**config.mk**
```make
export PLATFORM = sky130hd
export DESIGN_NAME = mul_issue_flat
export DESIGN_NICKNAME = d
export VERILOG_FILES = /design/src/rtl/mul_issue_pkg.sv /design/src/rtl/mul_issue_if.sv /design/src/rtl/mul_issue.sv /design/src/flat_wrapper.sv
export SDC_FILE = /design/constraint.sdc
export NUM_CORES = 1
export LEC_CHECK = 0
export ABC_CLOCK_PERIOD_IN_PS = 1700
export CAP_MARGIN = 40
export CORE_AREA = 3 3 151 109
export DETAILED_ROUTE_END_ITERATION = 10
export DIE_AREA = 0 0 154 112
export PLACE_DENSITY = 0.75
export RECOVER_POWER = 25
export SLEW_MARGIN = 20
export SYNTH_ARGS = -nofsm -noshare
export SYNTH_HDL_FRONTEND = slang
export SYNTH_SLANG_ARGS = --single-unit
```
**constraint.sdc**
```tcl
create_clock -name clk -period 1.7 [get_ports clk]
set_clock_uncertainty 0.15 [all_clocks]
set_input_delay 0.425 -clock clk [delete_from_list [all_inputs] [get_ports clk]]
set_output_delay 0.425 -clock clk [all_outputs]
set_load 0.005 [all_outputs]
```
**src/rtl/mul_issue_pkg.sv**
```systemverilog
// Shared encodings for the EX-stage multiply issue block: operation codes
// from EX and the issue FSM state constants.
package mul_issue_pkg;

  typedef enum logic [1:0] {
    MUL_OP_NONE  = 2'b00,
    MUL_OP_MULT  = 2'b01,
    MUL_OP_MULTU = 2'b10,
    MUL_OP_MUL   = 2'b11
  } mul_op_e;

  localparam logic [1:0] ST_IDLE   = 2'd0;
  localparam logic [1:0] ST_WAIT   = 2'd1;
  localparam logic [1:0] ST_DONE   = 2'd2;
  localparam logic [1:0] ST_CANCEL = 2'd3;

  // MULT and MUL are signed; MULTU is the only unsigned form.
  function automatic logic op_is_signed(input logic [1:0] op);
    return (op == MUL_OP_MULT) || (op == MUL_OP_MUL);
  endfunction

  function automatic logic op_is_gpr(input logic [1:0] op);
    return op == MUL_OP_MUL;
  endfunction

endpackage

```
**src/rtl/mul_issue_if.sv**
```systemverilog
// Signal bundle between mul_issue and its neighbours: EX stage, iterative
// multiplier, HI/LO register and pipeline control.
interface mul_issue_if;
  // EX stage side
  logic [1:0]  op_i;
  logic [31:0] opdata1_i;
  logic [31:0] opdata2_i;
  logic        flush_i;
  logic        stallreq_o;
  // multiplier side
  logic        mul_start_o;
  logic        mul_annul_o;
  logic        mul_signed_o;
  logic [31:0] mul_opdata1_o;
  logic [31:0] mul_opdata2_o;
  logic [63:0] mul_result_i;
  logic        mul_ready_i;
  // writeback side
  logic        hilo_we_o;
  logic [31:0] hi_o;
  logic [31:0] lo_o;
  logic        gpr_valid_o;
  logic        timeout_o;

  // issue block view
  modport slave (
    input  op_i, opdata1_i, opdata2_i, flush_i, mul_result_i, mul_ready_i,
    output stallreq_o, mul_start_o, mul_annul_o, mul_signed_o,
           mul_opdata1_o, mul_opdata2_o, hilo_we_o, hi_o, lo_o,
           gpr_valid_o, timeout_o
  );

  // surrounding pipeline / multiplier view
  modport master (
    output op_i, opdata1_i, opdata2_i, flush_i, mul_result_i, mul_ready_i,
    input  stallreq_o, mul_start_o, mul_annul_o, mul_signed_o,
           mul_opdata1_o, mul_opdata2_o, hilo_we_o, hi_o, lo_o,
           gpr_valid_o, timeout_o
  );
endinterface

```
**src/rtl/mul_issue.sv**
```systemverilog
// EX-stage initiator for the iterative multiplier: latches operands, holds
// start until ready, and retires the product to HI/LO or the GPR path.
module mul_issue
  import mul_issue_pkg::*;
#(
  parameter int TIMEOUT = 32,
  parameter int CNT_W   = 6
) (
  input  logic      clk,
  input  logic      rst,
  mul_issue_if.slave bus
);

  logic [1:0]       state;
  logic [CNT_W-1:0] cnt;
  logic             is_gpr;
  logic             start_q;
  logic             signed_q;
  logic [31:0]      opa_q;
  logic [31:0]      opb_q;
  logic             hilo_we_q;
  logic             gpr_valid_q;
  logic [31:0]      hi_q;
  logic [31:0]      lo_q;
  logic             timeout_q;

  logic issue;
  logic in_wait;
  logic expire;

  assign issue   = (state == ST_IDLE) && (bus.op_i != MUL_OP_NONE) && !bus.flush_i;
  assign in_wait = (state == ST_WAIT);
  // a ready arriving on the last allowed cycle still wins over the watchdog
  assign expire  = in_wait && (cnt == CNT_W'(TIMEOUT - 1)) && !bus.mul_ready_i;

  // annul is a single-cycle pulse in the WAIT cycle that decides to abort
  assign bus.mul_annul_o = in_wait && (bus.flush_i || expire);
  // held low during reset so a reset mid-op never leaves the pipe stalled
  assign bus.stallreq_o  = rst && (issue || in_wait);

  assign bus.mul_start_o   = start_q;
  assign bus.mul_signed_o  = signed_q;
  assign bus.mul_opdata1_o = opa_q;
  assign bus.mul_opdata2_o = opb_q;
  assign bus.hilo_we_o     = hilo_we_q;
  assign bus.gpr_valid_o   = gpr_valid_q;
  assign bus.hi_o          = hi_q;
  assign bus.lo_o          = lo_q;
  assign bus.timeout_o     = timeout_q;

  always_ff @(posedge clk or negedge rst) begin
    if (!rst) begin
      state       <= ST_IDLE;
      cnt         <= '0;
      is_gpr      <= 1'b0;
      start_q     <= 1'b0;
      signed_q    <= 1'b0;
      opa_q       <= '0;
      opb_q       <= '0;
      hilo_we_q   <= 1'b0;
      gpr_valid_q <= 1'b0;
      hi_q        <= '0;
      lo_q        <= '0;
      timeout_q   <= 1'b0;
    end else begin
      hilo_we_q   <= 1'b0;
      gpr_valid_q <= 1'b0;
      case (state)
        ST_IDLE: begin
          if (issue) begin
            opa_q    <= bus.opdata1_i;
            opb_q    <= bus.opdata2_i;
            signed_q <= op_is_signed(bus.op_i);
            is_gpr   <= op_is_gpr(bus.op_i);
            start_q  <= 1'b1;
            cnt      <= '0;
            state    <= ST_WAIT;
          end
        end
        ST_WAIT: begin
          cnt <= cnt + 1'b1;
          if (bus.flush_i) begin
            start_q <= 1'b0;
            state   <= ST_CANCEL;
          end else if (expire) begin
            timeout_q <= 1'b1;
            start_q   <= 1'b0;
            state     <= ST_CANCEL;
          end else if (bus.mul_ready_i) begin
            hi_q        <= bus.mul_result_i[63:32];
            lo_q        <= bus.mul_result_i[31:0];
            hilo_we_q   <= !is_gpr;
            gpr_valid_q <= is_gpr;
            start_q     <= 1'b0;
            state       <= ST_DONE;
          end
        end
        // the retiring instruction is still on op_i, so DONE never reissues
        ST_DONE:   state <= ST_IDLE;
        ST_CANCEL: state <= ST_IDLE;
        default:   state <= ST_IDLE;
      endcase
    end
  end

endmodule

```
**src/flat_wrapper.sv**
```systemverilog
// flat-port wrapper written by rule: the top's interface ports become plain ports
module mul_issue_flat import mul_issue_pkg::*;
#(
  parameter int TIMEOUT = 32,
  parameter int CNT_W   = 6
)
  (clk, rst, bus_op_i, bus_opdata1_i, bus_opdata2_i, bus_flush_i, bus_mul_result_i, bus_mul_ready_i, bus_stallreq_o, bus_mul_start_o, bus_mul_annul_o, bus_mul_signed_o, bus_mul_opdata1_o, bus_mul_opdata2_o, bus_hilo_we_o, bus_hi_o, bus_lo_o, bus_gpr_valid_o, bus_timeout_o);
  mul_issue_if bus_i ();
  input  logic clk;
  input  logic rst;
  input wire logic [$bits(bus_i.op_i)-1:0] bus_op_i;
  input wire logic [$bits(bus_i.opdata1_i)-1:0] bus_opdata1_i;
  input wire logic [$bits(bus_i.opdata2_i)-1:0] bus_opdata2_i;
  input wire logic [$bits(bus_i.flush_i)-1:0] bus_flush_i;
  input wire logic [$bits(bus_i.mul_result_i)-1:0] bus_mul_result_i;
  input wire logic [$bits(bus_i.mul_ready_i)-1:0] bus_mul_ready_i;
  output wire logic [$bits(bus_i.stallreq_o)-1:0] bus_stallreq_o;
  output wire logic [$bits(bus_i.mul_start_o)-1:0] bus_mul_start_o;
  output wire logic [$bits(bus_i.mul_annul_o)-1:0] bus_mul_annul_o;
  output wire logic [$bits(bus_i.mul_signed_o)-1:0] bus_mul_signed_o;
  output wire logic [$bits(bus_i.mul_opdata1_o)-1:0] bus_mul_opdata1_o;
  output wire logic [$bits(bus_i.mul_opdata2_o)-1:0] bus_mul_opdata2_o;
  output wire logic [$bits(bus_i.hilo_we_o)-1:0] bus_hilo_we_o;
  output wire logic [$bits(bus_i.hi_o)-1:0] bus_hi_o;
  output wire logic [$bits(bus_i.lo_o)-1:0] bus_lo_o;
  output wire logic [$bits(bus_i.gpr_valid_o)-1:0] bus_gpr_valid_o;
  output wire logic [$bits(bus_i.timeout_o)-1:0] bus_timeout_o;
  assign bus_i.op_i = bus_op_i;
  assign bus_i.opdata1_i = bus_opdata1_i;
  assign bus_i.opdata2_i = bus_opdata2_i;
  assign bus_i.flush_i = bus_flush_i;
  assign bus_i.mul_result_i = bus_mul_result_i;
  assign bus_i.mul_ready_i = bus_mul_ready_i;
  assign bus_stallreq_o = bus_i.stallreq_o;
  assign bus_mul_start_o = bus_i.mul_start_o;
  assign bus_mul_annul_o = bus_i.mul_annul_o;
  assign bus_mul_signed_o = bus_i.mul_signed_o;
  assign bus_mul_opdata1_o = bus_i.mul_opdata1_o;
  assign bus_mul_opdata2_o = bus_i.mul_opdata2_o;
  assign bus_hilo_we_o = bus_i.hilo_we_o;
  assign bus_hi_o = bus_i.hi_o;
  assign bus_lo_o = bus_i.lo_o;
  assign bus_gpr_valid_o = bus_i.gpr_valid_o;
  assign bus_timeout_o = bus_i.timeout_o;
  mul_issue #(.TIMEOUT(TIMEOUT), .CNT_W(CNT_W)) u_core (.clk(clk), .rst(rst), .bus(bus_i));
endmodule
```
==> impl_metrics.env <==
export IMPL_multi_input_comb_area_um2=2280
export IMPL_cap_viol_max_count=0
export IMPL_intPower_mw=12.7
export IMPL_final_hold_violation_count=0
export IMPL_max_freq_ghz=0.429
export IMPL_finalMaxSlewViolations=0
export IMPL_holdWs_ps=166
export IMPL_wl_per_cell_um=19.6
export IMPL_reg2reg_to="u_core.bus.mul_opdata1_o[27]"
export IMPL_setup_tns_ps=-40260
export IMPL_power_clock_fraction_pct=21.4
export IMPL_r2r_cells=9
export IMPL_cts_inserted_buffers=17
export IMPL_viasPerCell=4.68
export IMPL_antenna_found_initial=0
export IMPL_synth_area_um2=5590
export IMPL_p_sw_share_pct=28.0
export IMPL_startpoint_type="flip-flop"
export IMPL_clock_latency_ps=410
export IMPL_path_clk_slew_ps=60
export IMPL_drc_errors=0
export IMPL_die_w_um=154
export IMPL_grt_use_total_pct=21.0
export IMPL_vias=4224
export IMPL_rows=38
export IMPL_slew_headroom_pct=19.3
export IMPL_setup_slack_ps=-630
export IMPL_yosysTopAreaCell="dfrtp_1"
export IMPL_port_buffers=268
export IMPL_io_pins=269
export IMPL_synth_seq_area_share_pct=63.5
export IMPL_async_flop_share_pct=100
export IMPL_setup_viol=133
export IMPL_n_antenna_cell=0
export IMPL_seqPwrFrac_pct=33.9
export IMPL_hold_class="in -> async"
export IMPL_p_leak_nw=4.79
export IMPL_grt_pass1_wl_mm=28.0
export IMPL_yosysWarnings=0
export IMPL_timing_rr_start="u_core.state[0]"
export IMPL_path_max_fanout=2
export IMPL_area_growth_pct=83.2
export IMPL_ys_flop_type="dfrtp_1"
export IMPL_coreArea_um2=15300
export IMPL_p_switching_mw=4.93
export IMPL_initial_core_util_pct=36.6
export IMPL_drive_above_1_share_pct=36.0
export IMPL_grt_pass1_vias=4849
export IMPL_avgSynthCellArea_um2=16.5
export IMPL_clock_path_buffers=2
export IMPL_gr_total_overflow=0
export IMPL_dieArea_um2=17200
export IMPL_combPwrFrac_pct=44.7
export IMPL_fin_crit_ps=2330
export IMPL_cts_root_buffer="clkbuf_16"
export IMPL_crit_path_end_kind="primary output"
export IMPL_nNetsFinal=825
export IMPL_syn_nets=473
export IMPL_cts_hold_fix_buffers=0
export IMPL_violations="setup timing"
export IMPL_synth_seq_cells=142
export IMPL_final_antenna_net_count=0
export IMPL_detail_route_iter0_violations=183
export IMPL_place_gp_congestion=0.843
export IMPL_cts_tree="built"
export IMPL_drt_total_wl_mm=17.7
export IMPL_synth_top_area_share_pct=63.5
export IMPL_clock_sinks=142
export IMPL_synth_edf_count=0
export IMPL_grt_max_degree=98
export IMPL_rsz0062_at_grt="yes"
export IMPL_synth_cell_types=33
export IMPL_worst_slew_pin_slew_ps=1210
export IMPL_status="finished with violations"
export IMPL_min_period_over_period_pct=137
export IMPL_peakVddDrop_uv=1130
export IMPL_arrival_ps=1760
export IMPL_setup_worst_path_class="reg -> out"
export IMPL_r2r_setup_slack_ps=-510
export IMPL_place_hpwl_mm=11.1
export IMPL_powerDensity_nw_per_um2=1720
export IMPL_fillerInstances=1034
export IMPL_seq_area_um2=3550
export IMPL_netlist_instances=338
export IMPL_fp_dieH_um=112
export IMPL_cp_data_required_time_ps=1120
export IMPL_htree_levels=4
export IMPL_dr_pass1_iters=4
export IMPL_synth_area_top_cells="dfrtp_1, mux2_2, mux2_4"
-- layout by cell type (no fill, tap or decap), types with 3 or more instances in the layout --
master,instances
buf_12,19
dfrtp_1,142
buf_8,3
buf_4,39
dlygate4sd2_1,119
clkdlybuf4s15_1,14
inv_1,3
nand3_1,4
clkinvlp_4,5
nand2_1,8
clkbuf_16,18
buf_6,11
mux2_4,128
nor2b_1,3
bufinv_16,3
nor2_1,3
buf_16,6
clkdlybuf4s50_1,132
o21ai_2,4
-- how the worst max path moves through the flow --
stage                          startpoint         endpoint  slack [ps]  cells past startpoint
after floorplan           u_core.state[1]  bus_mul_annul_o        -140                      3
after global routing      u_core.state[1]  bus_mul_annul_o        -700                      4
after detailed placement      bus_flush_i   bus_stallreq_o        -940                      5
after global placement        bus_flush_i   bus_stallreq_o        -940                      5
after CTS                 u_core.state[1]  bus_mul_annul_o        -670                      4
final                     u_core.state[1]  bus_mul_annul_o        -630                      4
-- cell type report --
type / count / area share (%)
flip-flops and latches: 142 / 34.7
multi-input cells: 178 / 22.2
clock inverters: 13 / 1.60
well taps: 200 / 2.44
inverters: 3 / 0.110
repair buffers: 348 / 34.7
clock buffers: 19 / 4.23
-- registers in the layout, summed over array words and instances, names as in the netlist, 2 cells and up --
signal / cells
u_core.bus.mul_opdata1_o: 32
u_core.bus.mul_opdata2_o: 32
u_core.bus.hi_o: 32
u_core.bus.lo_o: 32
u_core.cnt: 6
u_core.state: 2
-- power by group through the flow --
stage	clock network [mW]	registers, mW	logic (mW)
after floorplan	0	6.06	2.54
after global placement	0	5.90	6.98
after detailed placement	0	5.99	7.12
after CTS	3.83	5.93	7.80
after global routing	4.02	6.19	8.34
final	3.76	5.97	7.87
-- kinds of logic after synthesis --
kind of cell | count (synthesis) | synth area share, %
buf+inv | 18 | 3.27
mux | 130 | 28.1
flops | 142 | 63.5
simple gates | 30 | 2.93
fa+ha+maj | 1 | 0.224
compound gates | 17 | 1.90
-- metal layers --
layer | track usage [%] | part of all wire, % | routed length [um]
met3 | 7.85 | 8.7 | 1540
met5 | 0 | 0 | 0
met1 | 26.5 | 41 | 7330
met4 | 6.53 | 1.5 | 272
met2 | 33.7 | 48 | 8590
-- timing repair --
action,in CTS,in global routing
resized for setup,263,45
endpoints found under the hold margin,0,0
gates cloned,12,1
setup buffers,31,16
endpoints found under the setup margin,265,155
pin swaps,7,11
-- synthesized netlist by cell type (4+ instances only) --
cell type,number
buf_4,4
buf_6,5
dfrtp_1,142
mux2_1,8
mux2_2,90
mux2_4,30
nand2_1,8
nand3_1,4
nor2_1,4
o21ai_0,7
-- critical path, stage by stage (launching register included) --
cell	delay, ps
dfrtp_1	380
nand4b_1	210
or4_4	520
a21oi_2	120
buf_2	110
-- through the flow --
| stage | std cells | setup WS, ps | utilization [%] | instance area (um^2) | power [mW] |
|---|---|---|---|---|---|
| finish | 903 | -630 | 67.1 | 10200 | 17.6 |
| floorplan | 338 | -142 | - | 5650 | 8.60 |
| global route | 903 | -700 | 67.1 | 10200 | 18.6 |
| CTS | 901 | -673 | 67.2 | 10300 | 17.6 |
| detailed placement | 826 | -935 | 57.4 | 8760 | 13.1 |
| global placement | 826 | -936 | 57.4 | 8760 | 12.9 |
Note: power is estimated with default switching activity, not from simulation.
